--- config.mk ---
export PLATFORM = sky130hd
export DESIGN_NAME = clock_div_ctrl
export DESIGN_NICKNAME = d
export VERILOG_FILES = /design/src/rtl/clock_div_ctrl_pkg.sv /design/src/rtl/clock_div_ctrl_dwell.sv /design/src/rtl/clock_div_ctrl.sv
export SDC_FILE = /design/constraint.sdc
export NUM_CORES = 1
export LEC_CHECK = 0
export BUFFER_PORTS_ARGS = -buffer_cell sky130_fd_sc_hd__buf_2
export CAP_MARGIN = 25
export CORE_MARGIN = 3
export CORE_UTILIZATION = 60
export DETAILED_ROUTE_END_ITERATION = 10
export MAX_ROUTING_LAYER = met4
export PLACE_DENSITY_LB_ADDON = 0.08
export SLEW_MARGIN = 10
export SYNTH_ARGS = -nofsm -noshare
export SYNTH_HDL_FRONTEND = slang
export SYNTH_SLANG_ARGS = --single-unit
--- constraint.sdc ---
create_clock -name clk -period 3.5 [get_ports clk]
set_clock_uncertainty 0.1 [all_clocks]
set_input_delay 0 -clock clk [delete_from_list [all_inputs] [get_ports clk]]
set_output_delay 0 -clock clk [all_outputs]
set_load 0.02 [all_outputs]
--- src/rtl/clock_div_ctrl_pkg.sv ---
// Shared definitions for the clock divider programming controller.
// CLK_DIV is the power-up ratio and must match the value clock_div resets to.
package clock_div_ctrl_pkg;

    localparam int CLK_DIV = 2;

    typedef enum logic [1:0] {
        IDLE  = 2'd0,
        STEP  = 2'd1,
        DWELL = 2'd2,
        DONE  = 2'd3
    } state_t;

endpackage

--- src/rtl/clock_div_ctrl_dwell.sv ---
// Loadable down-counter that times how long a new N is held.
// It flags expiry on the cycle the count reaches 1.
module clock_div_ctrl_dwell #(
    parameter int W = 5
) (
    input  logic         clk,
    input  logic         reset_n,
    input  logic         load,
    input  logic [W-1:0] load_val,
    output logic         expired
);

    logic [W-1:0] count;

    always_ff @(posedge clk or negedge reset_n) begin
        if (!reset_n) begin
            count <= '0;
        end else if (load) begin
            count <= load_val;
        end else if (count != '0) begin
            count <= count - W'(1);
        end
    end

    assign expired = (count == W'(1));

endmodule

--- src/rtl/clock_div_ctrl.sv ---
// Steps clock_div's N toward a software-written target, holding each value long
// enough for the divider's N synchroniser (clocked by the divided output) to settle.
module clock_div_ctrl
    import clock_div_ctrl_pkg::*;
#(
    parameter int SIZE  = 3,
    parameter int GUARD = 4
) (
    input  logic            clk,
    input  logic            reset_n,
    input  logic            wr_en,
    input  logic [SIZE-1:0] wr_data,
    input  logic            ramp_en,
    output logic [SIZE-1:0] div_out,
    output logic            busy,
    output logic            done
);

    localparam int DW = SIZE + 2;

    state_t          state, state_nxt;
    logic [SIZE-1:0] target;
    logic [SIZE-1:0] wr_canon;
    logic [SIZE-1:0] step_div;
    logic [DW-1:0]   dwell_val;
    logic            dwell_exp;

    // A ratio of 0 is a bypass just like 1; store it as 1 so div_out never reads 0.
    assign wr_canon = (wr_data == '0) ? SIZE'(1) : wr_data;

    always_comb begin
        step_div = div_out;
        if (!ramp_en) begin
            step_div = target;
        end else if (target > div_out) begin
            step_div = div_out + SIZE'(1);
        end else if (target < div_out) begin
            step_div = div_out - SIZE'(1);
        end
    end

    // Two divided-clock periods plus margin; DW bits hold 2*(2**SIZE-1)+GUARD.
    assign dwell_val = {1'b0, step_div, 1'b0} + DW'(GUARD);

    always_comb begin
        state_nxt = state;
        case (state)
            IDLE: begin
                if (wr_en) state_nxt = (wr_canon == div_out) ? DONE : STEP;
            end
            STEP: begin
                state_nxt = DWELL;
            end
            DWELL: begin
                if (dwell_exp) state_nxt = (div_out == target) ? DONE : STEP;
            end
            DONE: begin
                if (wr_en) state_nxt = (wr_canon == div_out) ? DONE : STEP;
                else       state_nxt = IDLE;
            end
            default: state_nxt = IDLE;
        endcase
    end

    always_ff @(posedge clk or negedge reset_n) begin
        if (!reset_n) begin
            state   <= IDLE;
            target  <= SIZE'(CLK_DIV);
            div_out <= SIZE'(CLK_DIV);
        end else begin
            state <= state_nxt;
            // Latest write wins in every state; a running dwell is left untouched.
            if (wr_en) target <= wr_canon;
            if (state == STEP) div_out <= step_div;
        end
    end

    clock_div_ctrl_dwell #(
        .W(DW)
    ) u_dwell (
        .clk      (clk),
        .reset_n  (reset_n),
        .load     (state == STEP),
        .load_val (dwell_val),
        .expired  (dwell_exp)
    );

    assign busy = (state == STEP) || (state == DWELL);
    assign done = (state == DONE);

endmodule
Yosys cells after proc, flatten, opt, wreduce, memory -nomap -nowiden
Cells that the tools add are included.
Word-level totals
  register bits: 13
  input bits: 7
  output and inout port bits: 5
  word-level logic and storage cells: 36
Cells by class
  add/subtract/negate cells: 4
  magnitude comparators: 2
  equality and inequality tests: 8
  mux-type cells: 12
  reductions and logical operators: 6
Operators by type and width (count)
  $mux 3: 4
  $mux 2: 5
  $mux 5: 2
  $pmux 2 s4: 1
  $eq 3x3->1: 2
  $add 4x3->5 const B: 1
  $eq 5x1->1 const B: 1
  $reduce_bool 5->1: 1
  $sub 5x1->5 const B: 1
  $eq 2x2->1 const B: 2
  $ne 2x2->1 const B: 2
  $add 3x1->3 const B: 1
  $gt 3x3->1: 1
  $logic_not 3->1: 1
  $lt 3x3->1: 1
  $sub 3x1->3 const B: 1
  $eq 2x1->1 const B: 1
  $logic_not 2->1: 1
  $reduce_and 2->1: 1
  $reduce_bool 2->1: 1
  $logic_or 1x1->1: 1

Logic depth before layout (Yosys ltp)
Gate-level depths: netlist (run 1).
  word-level depth: 6
  depth in mapped cells: 7
  mapped depth without buffers: 7

By module
Synthesis (run 1) repeated with hierarchy kept, for this count alone.
Second synthesis, totals
  cells, all modules: 119
  area, all modules: 1083.5 um^2
By module, submodules not included
  clock_div_ctrl: instances 1, cells an instance 90, area an instance 780.7 um^2, sequential area each 202.7 um^2
  clock_div_ctrl_dwell: instances 1, cells an instance 29, area an instance 302.8 um^2, sequential area each 125.1 um^2

Worst setup path after synthesis (run 1)
Ideal clock, no wire load.
  kind: reg2reg
  from: register div_out[1]
  to: register div_out[2]
  library setup time: 0.125 ns
  arrival: 2.126 ns
  required time: 3.275 ns
  slack: 1.149 ns
  cell stages (with the launch flop): 8
  path buffers: 0
  clock period less this slack: 2.351 ns
  cell sequence: dfstp_2 -> inv_1 -> ha_1 -> nand3b_1 -> and3_1 -> or3_1 -> a31o_1 -> mux2_4
On the way
  cells in the longest elaborated chain, start to end: 4
  elaborated cells between the ends (all ways): 7
  classes of those cells: 2 x add/sub; 2 x order compare; 3 x mux
Ends and longest elaborated chain
  start: declaration: line clock_div_ctrl.sv:14  | output logic [SIZE-1:0] div_out,
  start signal: assignment: line clock_div_ctrl.sv:69  | div_out <= SIZE'(CLK_DIV);
  start signal: assignment: line clock_div_ctrl.sv:74  | if (state == STEP) div_out <= step_div;
  $sub 3x1->3 or $lt 3x3->1 (tied branches): line clock_div_ctrl.sv:38, clock_div_ctrl.sv:37
  $mux 3: line clock_div_ctrl.sv:37  | end else if (target < div_out) begin
  $mux 3 *: line clock_div_ctrl.sv:35  | end else if (target > div_out) begin
  $mux 3 *: line clock_div_ctrl.sv:33  | if (!ramp_en) begin
Mark *: on every way between the ends. The rest lies on a longest branch, timed or not.
A chain may end at the register's enable or synchronous reset.

Worst setup path in the final report (run 1)
Ends and elaborated chain as after synthesis.

==> impl_metrics.ini, run 1 <==
[timing]
setup_ws_ns = 1.054
whs_ns = 0.01672
period_needed_ns = 2.446
slew-limit-headroom_pct = 69.85
setup_viol = 0
rsz0062_at_grt = no
slew_viol_final = 0
worst_slew_pin_slew_ns = 0.4522
hold_viol_final = 0
setup_tns_ns = 0
timing.final.crit_share_pct = 69.90
fmax_ghz = 0.4088

[layout]
nNetsFinal = 151
fin_util_pct = 74.88
finalNonFillerCells = 146
syn_to_final_growth_pct = 14.86
diodes = 0
fill_cells = 119
drive_gt1_share_pct = 17.69

[synthesis]
synth_area_um2 = 993.5
synthesis.nets = 131
synth_cells = 111
synth_area_per_cell_um2 = 8.950
synth-seq-cells = 13
synth.distinct_cells = 36
yosysSeqAreaShare_pct = 33.00
ys_warn_count = 0
ys.flop_type = dfrtp_1
synthArstFlopShare_pct = 100.0
synth_edf_count = 0

[clock_tree]
clk_pin_slew_ns = 0.08
cts-root-buf = clkbuf_4
cts_tree = built
numCtsBuffers = 3
cts_sinks = 13
clock_latency_ns = 0.29
clockBufferDepth = 2
cts_setup_buffers = 0
htree_levels = 1

[setup_path]
r2r_end = div_out[2]$_DFFE_PN0P_
worstPathRequired_ns = 3.58
worst_setup_path_end_kind = flip-flop
crit_type = reg -> reg
crit_end = div_out[2]$_DFFE_PN0P_
cp_max_fo = 8
startpoint_type = flip-flop
timing.rr.start = div_out[1]$_DFFE_PN1P_
crit_start = div_out[1]$_DFFE_PN1P_
rr_worst_depth = 7
cp.arrival_ns = 2.53
reg2reg_setup_slack_ns = 1.05

[power]
power.density_mw_per_mm2 = 904.0
vdd_drop_max_mv = 0.5347
power.static_leakage_uw = 0.0005373

[routing]
ant_nets = 0
wl_um = 2208
routed_via_density = 6.007
drc_errors = 0
dr_total_vias = 877
first_pass_iters = 4
drt-initial-drc-count = 11
wire_per_inst_um = 15.12

[global_route]
grt_overflow_total = 0
antenna_found_initial = 0
grt_max_degree = 14
grt_pass1_vias = 861
track_usage_pct = 24.84
grt_pass1_wl_um = 3608

[placed_design]
hpwlAfterDp_um = 1614
gp_congestion = 0.8570
portBuffers = 11
post-place-ws_ns = 1.115
dp.cells = 137

[floorplanning]
initial_core_util_pct = 65.19
die_x_um = 46.69
fp.dieArea_mm2 = 0.002180
dieHeight_um = 46.69
io_pins = 12
rows = 14
coreArea_mm2 = 0.001524

[hold_path]
hold_class = in -> async

[outcome]
status = finished, final reports clean

[run]
maxCapViolCount = 0
-- cells in the final DEF, fill, tap and decap left out, types with 5 or more instances in the layout --
cell type,instances
a21oi_1,9
buf_2,11
dfrtp_1,11
dlygate4sd3_1,5
ha_1,13
inv_1,11
nand2_1,5
nor2_1,10
o21ai_0,9
-- how the worst min path moves through the flow --
| stage | to | start | slack (ns) |
|---|---|---|---|
| 3_3_place_gp | div_out[2]$_DFFE_PN0P_ | reset_n | -0.20 |
| 5_1_grt | u_dwell.count[3]$_DFFE_PN0P_ | reset_n | 0.04 |
| 4_1_cts | div_out[2]$_DFFE_PN0P_ | reset_n | 0.03 |
| 6_report | div_out[2]$_DFFE_PN0P_ | reset_n | 0.02 |
| 2_1_floorplan | div_out[0]$_DFFE_PN0P_ | reset_n | -0.40 |
| 3_5_place_dp | div_out[2]$_DFFE_PN0P_ | reset_n | -0.19 |
-- where the power goes --
| part | internal [µW] | leakage (µW) | total [µW] | switching [µW] |
|---|---|---|---|---|
| logic | 271 | 0.000369 | 635 | 365 |
| registers | 221 | 0.000153 | 299 | 77.8 |
| clock network | 44.4 | 0.0000150 | 97.7 | 53.3 |
| total | 536 | 0.000537 | 1030 | 496 |
-- synthesized netlist by cell type (all sizes together), types with 2 or more instances --
library cell	n	area share [%]
nand2	5	1.9
ha	13	16
o21ai	9	4.5
dfrtp	11	28
nor2	10	3.8
nor2b	3	1.9
mux2	4	4.9
xnor2	3	2.6
nor3b	3	2.3
a211oi	2	1.5
a21oi	10	5.4
inv	11	4.2
or3	2	1.3
and3	3	1.9
nor3	2	1.0
dfstp	2	5.3
-- critical path: stages (launching register included) --
cell	delay [ns]
dfstp_2	0.61
inv_1	0.10
ha_1	0.32
and3_1	0.20
a211oi_1	0.31
o21ai_0	0.18
a31o_1	0.27
mux2_4	0.26
-- stage by stage --
step                      area, µm²  total power (µW)
after floorplan               993.5             769.9
after global placement         1065             892.4
after detailed placement       1065             918.8
after CTS                      1141              1032
after global routing           1141              1129
final                          1141              1032
-- layout make-up --
class | instances | area, µm² | share of cell area [%]
sequential | 13 | 327.8 | 28.73
inverter | 11 | 41.29 | 3.618
tap | 16 | 20.02 | 1.754
timing repair buffer | 16 | 105.1 | 9.211
clock buffer | 4 | 26.28 | 2.303
multi-input combinational | 86 | 620.6 | 54.39
-- what timing repair did --
action | in CTS | in global routing
endpoints found under the setup margin | 0 | 0
hold endpoints to repair | 16 | 0
hold buffers | 5 | 0
gates resized for setup | 0 | 0
-- kinds of logic (layout without fill, tap and decap cells) --
group,after synthesis,after routing,share of synthesized area (%)
buf+inv,12,31,4.534
flops,13,13,33.00
mux,5,5,5.919
fa+ha+maj,13,13,16.37
compound gates,31,31,19.52
xor+xnor,4,4,3.527
simple gates,33,33,17.13
-- sequential cells by signal, indices dropped and copies added, names as in the netlist --
name	count
div_out	3
state	2
u_dwell.count	5
target	3
-- metal layers --
layer  up-vias  track usage (%)  share of wire [%]
met5         -                -                  0
met4         0            11.60                2.7
met3         7            3.516                3.5
met2        20            45.60                 52
met1       420            25.54                 42
li1        430                -                  -
No activity file was read; power rests on OpenSTA's default activity.
==> run 2: changes to the inputs <==
- CORE_UTILIZATION: 60 -> 51
- clock period: 3.5 -> 2 ns (I/O delays scaled with it)
==> impl_metrics.ini, run 2 (same netlist as run 1, synthesis figures left out) <==
[setup_path]
crit_path_top_delay_cell = dfstp_2
worstPathRequired_ns = 2.07
startpoint_type = flip-flop
cp.arrival_ns = 2.21
cp_max_fo = 3
cp_cell_sequence = inv_2, ha_4, nand3b_1, and3_1, or3_4, a31o_1, mux2_4
crit_family = simple AND/OR/NAND/NOR gates
timing.rr.start = div_out[1]$_DFFE_PN1P_
crit_start = div_out[1]$_DFFE_PN1P_
rr_worst_depth = 7
worst_setup_path_end_kind = flip-flop
crit_type = reg -> reg
path_depth = 7
critical-path-max-stage-delay_ns = 0.55
worst-path-buf-inv = 1

[power]
intPower_uw = 1107
vdd_drop_max_mv = 0.9099
power_switching_uw = 884.8
p_seq_share_pct = 24.2
p_sw_share_pct = 44.42
power.static_leakage_uw = 0.0005990
power.share.clock_pct = 8.3
power.density_mw_per_mm2 = 1549
pwr-share-comb_pct = 67.5

[hold_path]
hold_class = in -> async

[floorplanning]
io_pins = 12
fp.dieArea_mm2 = 0.002514
dieHeight_um = 50.14
initial_core_util_pct = 55.72
coreArea_mm2 = 0.001783
rows = 15
die_x_um = 50.14

[layout]
reg_top3 = u_dwell.count (5), div_out (3), target (3)
fin_util_pct = 72.14
nNetsFinal = 164
layout_common_cells = ha_1 (12), buf_4 (12), dfrtp_1 (11), buf_2 (11)
syn_to_final_growth_pct = 29.47
top_register = u_dwell.count
largest_register_ffs = 5
finalNonFillerCells = 168
drive_gt1_share_pct = 28.67
diodes = 0

[clock_tree]
numCtsBuffers = 3
cts_setup_buffers = 0
htree_levels = 1
cts_sinks = 13
cts_tree = built
clock_latency_ns = 0.28
cts-root-buf = clkbuf_4
clockBufferDepth = 2
clk_pin_slew_ns = 0.08

[timing]
worst_slew_pin_slew_ns = 0.2950
whs_ns = 0.02411
slew-limit-headroom_pct = 80.34
timing.final.crit_share_pct = 107.1
setup_ws_ns = -0.1417
rsz0062_at_grt = yes
hold_viol_final = 0
slew_viol_final = 0
period_needed_ns = 2.142
fmax_ghz = 0.4669
setup_viol = 3

[routing]
first_pass_iters = 4
wl_um = 2150
drt-initial-drc-count = 11
ant_nets = 0
dr_total_vias = 878
routed_via_density = 5.226
drc_errors = 0
wire_per_inst_um = 12.80

[placed_design]
portBuffers = 11
dp.cells = 158
hpwlAfterDp_um = 1663
gp_congestion = 0.8560
post-place-ws_ns = -0.1153

[global_route]
antenna_found_initial = 0
grt_pass1_wl_um = 3643
grt_pass1_vias = 835
track_usage_pct = 19.57
grt_overflow_total = 0
grt_max_degree = 14

[outcome]
violations = setup timing
status = finished with violations

[run]
maxCapViolCount = 0
==> run 2: area by class of cell <==
| cell class | instances | area, µm² |
|---|---|---|
| Timing Repair Buffer | 29 | 205.2 |
| Tap cell | 25 | 31.28 |
| Clock buffer | 4 | 26.28 |
| Fill cell | 145 | 496.7 |
| Sequential cell | 13 | 327.8 |
| Inverter | 11 | 41.29 |
| Multi-Input combinational cell | 86 | 654.4 |
==> run 2: layer usage <==
metal / wire, µm / global-route usage, %
met1: 982 / 22.31
met2: 1094 / 34.78
met3: 61 / 5.341
met4: 12 / 2.765
met5: 0 / -
==> run 2: path summary, 6_finish.rpt <==
check / end / slack [ns]
max in group asynchronous: target[1]$_DFFE_PN1P_ / 1.50
min in group clk: state[1]$_DFFE_PN0P_ / 0.10
worst max register to register: div_out[2]$_DFFE_PN0P_ / -0.14
worst min-delay path: target[2]$_DFFE_PN0P_ / 0.02
worst min register to register: u_dwell.count[0]$_DFFE_PN0P_ / 0.51
worst max-delay path: div_out[2]$_DFFE_PN0P_ / -0.14
==> run 2: timing repair <==
item | 4_1_cts | 5_1_grt
gates resized for setup | 0 | 4
hold endpoints to repair | 16 | 0
pin swaps | 1 | 0
hold buffers | 6 | 0
endpoints found under the setup margin | 3 | 4
==> run 2: through the flow <==
stage	TNS, ns	instance area [µm²]	total power, µW
floorplan	-0.5488	1011	1377
global placement	-0.1143	1184	1738
detailed placement	-0.2018	1184	1771
CTS	-0.2411	1270	1955
global route	-0.5470	1286	2194
finish	-0.2523	1286	1992
==> run 2: power groups by stage <==
stage | Sequential [µW] | Combinational (µW) | Clock, µW
finish | 481 | 1340 | 166
global route | 500 | 1510 | 182
CTS | 482 | 1300 | 170
detailed placement | 485 | 1290 | 0
global placement | 479 | 1260 | 0
floorplan | 534 | 843 | 0
==> run 3: changes to the inputs <==
- SYNTH_HIERARCHICAL: not set -> 1
- TNS_END_PERCENT: not set -> 10
==> impl_metrics.ini, run 3 <==
[setup_path]
crit_start = div_out[1]$_DFFE_PN1P_
cp.arrival_ns = 2.30
crit_type = reg -> reg
crit_end = u_dwell/count[3]$_DFFE_PN0P_
startpoint_type = flip-flop
critical-path-max-stage-delay_ns = 0.54
cp_cell_sequence = inv_2, ha_4, nand3b_4, a211o_1, and3_4, o31ai_4, ha_1, nand2_1, o31ai_1
worst_setup_path_end_kind = flip-flop
timing.rr.start = div_out[1]$_DFFE_PN1P_
r2r_end = u_dwell/count[3]$_DFFE_PN0P_
reg2reg_setup_slack_ns = -0.24
worstPathRequired_ns = 2.06
cp_max_fo = 5
rr_worst_depth = 9
crit_path_top_delay_cell = dfstp_2

[synthesis]
ys.flop_type = dfrtp_1
synth_cells = 119
synth_area_per_cell_um2 = 9.105
ys_warn_count = 6
yosysSeqAreaShare_pct = 30.25
synth_area_mm2 = 0.001084
synthArstFlopShare_pct = 100.0
synth_commonest_cells = inv_1 (15), ha_1 (13), dfrtp_1 (11), o21ai_0 (10), nand2_1 (9)
synth_most_common_cell = inv_1
synth-seq-cells = 13
synth_edf_count = 0
ys_top_cells_by_area = dfrtp_1 (25%), ha_1 (15%), inv_1 (5.2%)
yosysTopAreaCell = dfrtp_1
synth.top_cell.area_share_pct = 25.40
synth.distinct_cells = 39
synthesis.nets = 139

[routing]
wl_um = 2391
drt-initial-drc-count = 21
first_pass_iters = 4
dr_total_vias = 976
wire_per_inst_um = 13.21
ant_nets = 0
routed_via_density = 5.392
drc_errors = 0

[clock_tree]
htree_levels = 1
clk_pin_slew_ns = 0.08
clockBufferDepth = 2
cts_tree = built
cts-root-buf = clkbuf_4
cts_sinks = 13
numCtsBuffers = 3
clock_latency_ns = 0.28

[placed_design]
portBuffers = 11
post-place-ws_ns = -0.2156
gp_congestion = 0.9368
hpwlAfterDp_um = 1756
post_dp_cell_area_mm2 = 0.001300

[outcome]
status = finished with violations
violations = setup timing

[layout]
syn_to_final_growth_pct = 30.49
layout_common_cells = buf_4 (15), inv_1 (14), ha_1 (11), buf_2 (11)
reg_top3 = u_dwell/count (5), div_out (3), target (3)
drive_gt1_share_pct = 30.52
largest_register_ffs = 5
nNetsFinal = 175
diodes = 0
mostFrequentLayoutCell = buf_4
top_register = u_dwell/count
design_area_mm2 = 0.001414

[power]
power.density_mw_per_mm2 = 1540
power.total_uw = 2177
power.static_leakage_uw = 0.0006474
vdd_drop_max_mv = 0.9476

[timing]
period_needed_ns = 2.239
timing.final.crit_share_pct = 112.0
rsz0062_at_grt = yes
setup_viol = 3
fmax_ghz = 0.4466
setup_ws_ns = -0.2392
whs_ns = 0.03466
slew_viol_final = 0
hold_viol_final = 0

[floorplanning]
rows = 16
initial_core_util_pct = 54.67
fp.dieArea_mm2 = 0.002714
dieHeight_um = 52.10
io_pins = 12
coreArea_mm2 = 0.001982
die_x_um = 52.10

[hold_path]
hold_class = in -> async

[global_route]
grt_pass1_wl_um = 4298
antenna_found_initial = 0
grt_pass1_vias = 952
track_usage_pct = 22.02
grt_overflow_total = 0
grt_max_degree = 14

[run]
maxCapViolCount = 0
## run 3: worst min-delay path by stage
stage               startpoint                            to  slack, ns  cells after the start
finish                 reset_n  u_dwell/count[3]$_DFFE_PN0P_       0.03                      2
global route           reset_n  u_dwell/count[4]$_DFFE_PN0P_       0.06                      2
CTS                    reset_n        div_out[2]$_DFFE_PN0P_       0.04                      2
detailed placement     reset_n        div_out[2]$_DFFE_PN0P_      -0.19                      1
global placement       reset_n        div_out[0]$_DFFE_PN0P_      -0.18                      1
floorplan              reset_n        div_out[0]$_DFFE_PN0P_      -0.40                      0
## run 3: cell families (layout without fill, tap and decap cells)
kind of cell | after synthesis | in the layout | synth area share, %
muxes | 8 | 8 | 7.737
buffers and inverters | 17 | 52 | 5.888
adders and majority gates | 13 | 13 | 15.01
and+or+nand+nor | 30 | 30 | 17.21
other | 1 | 1 | 0.3461
xor gates and xnor gates | 5 | 5 | 4.041
DFF | 13 | 13 | 30.25
AOI/OAI and AO/OA | 32 | 32 | 19.52
## run 3: what timing repair did
item / CTS / global route
buffers inserted: 0 / 0
hold buffers: 7 / 0
endpoints found under the hold margin: 18 / 0
pin swaps: 1 / 3
setup endpoints to repair: 4 / 4
resized for setup: 2 / 2
## run 3: where the power goes
| group | internal, µW | switching (µW) | leakage, µW |
|---|---|---|---|
| Sequential | 388 | 113 | 0.000152 |
| Combinational | 742 | 767 | 0.000480 |
| Clock | 77.4 | 90.2 | 0.0000150 |
## run 3: layout make-up
class                   instances  area, µm²
repair buffers                 33      237.7
flip-flops and latches         13      329.1
multi-input cells              89      730.7
fillers                       159      568.0
clock buffers                   4      26.28
inverters                      15      56.30
well taps                      27      33.78
## run 3: stage by stage
| stage | util (%) | setup TNS (ns) | instances |
|---|---|---|---|
| final | 71.34 | -0.4114 | 181 |
| after floorplan | - | -0.5411 | 119 |
| after detailed placement | 65.59 | -0.4328 | 170 |
| after global placement | 65.59 | -0.2969 | 170 |
| after global routing | 71.34 | -0.8900 | 181 |
| after CTS | 70.71 | -0.3902 | 181 |
## run 3: layer usage
| metal | global-route usage [%] | share of wire (%) | vias up |
|---|---|---|---|
| met5 | - | 0 | - |
| met4 | 8.297 | 1.6 | 0 |
| met3 | 4.298 | 3.6 | 7 |
| met2 | 33.05 | 46 | 19 |
| met1 | 29.23 | 49 | 453 |
| li1 | - | - | 497 |
## run 3: worst max-delay path, delay by kind of cell, from the launching register on
kind | cells | cell delay, ns
AO/OA/AOI/OAI | 3 | 0.57
adder cells (fa/ha/maj) | 2 | 0.53
buffers and inverters | 1 | 0.05
flip-flops | 1 | 0.54
AND/OR/NAND/NOR | 3 | 0.33
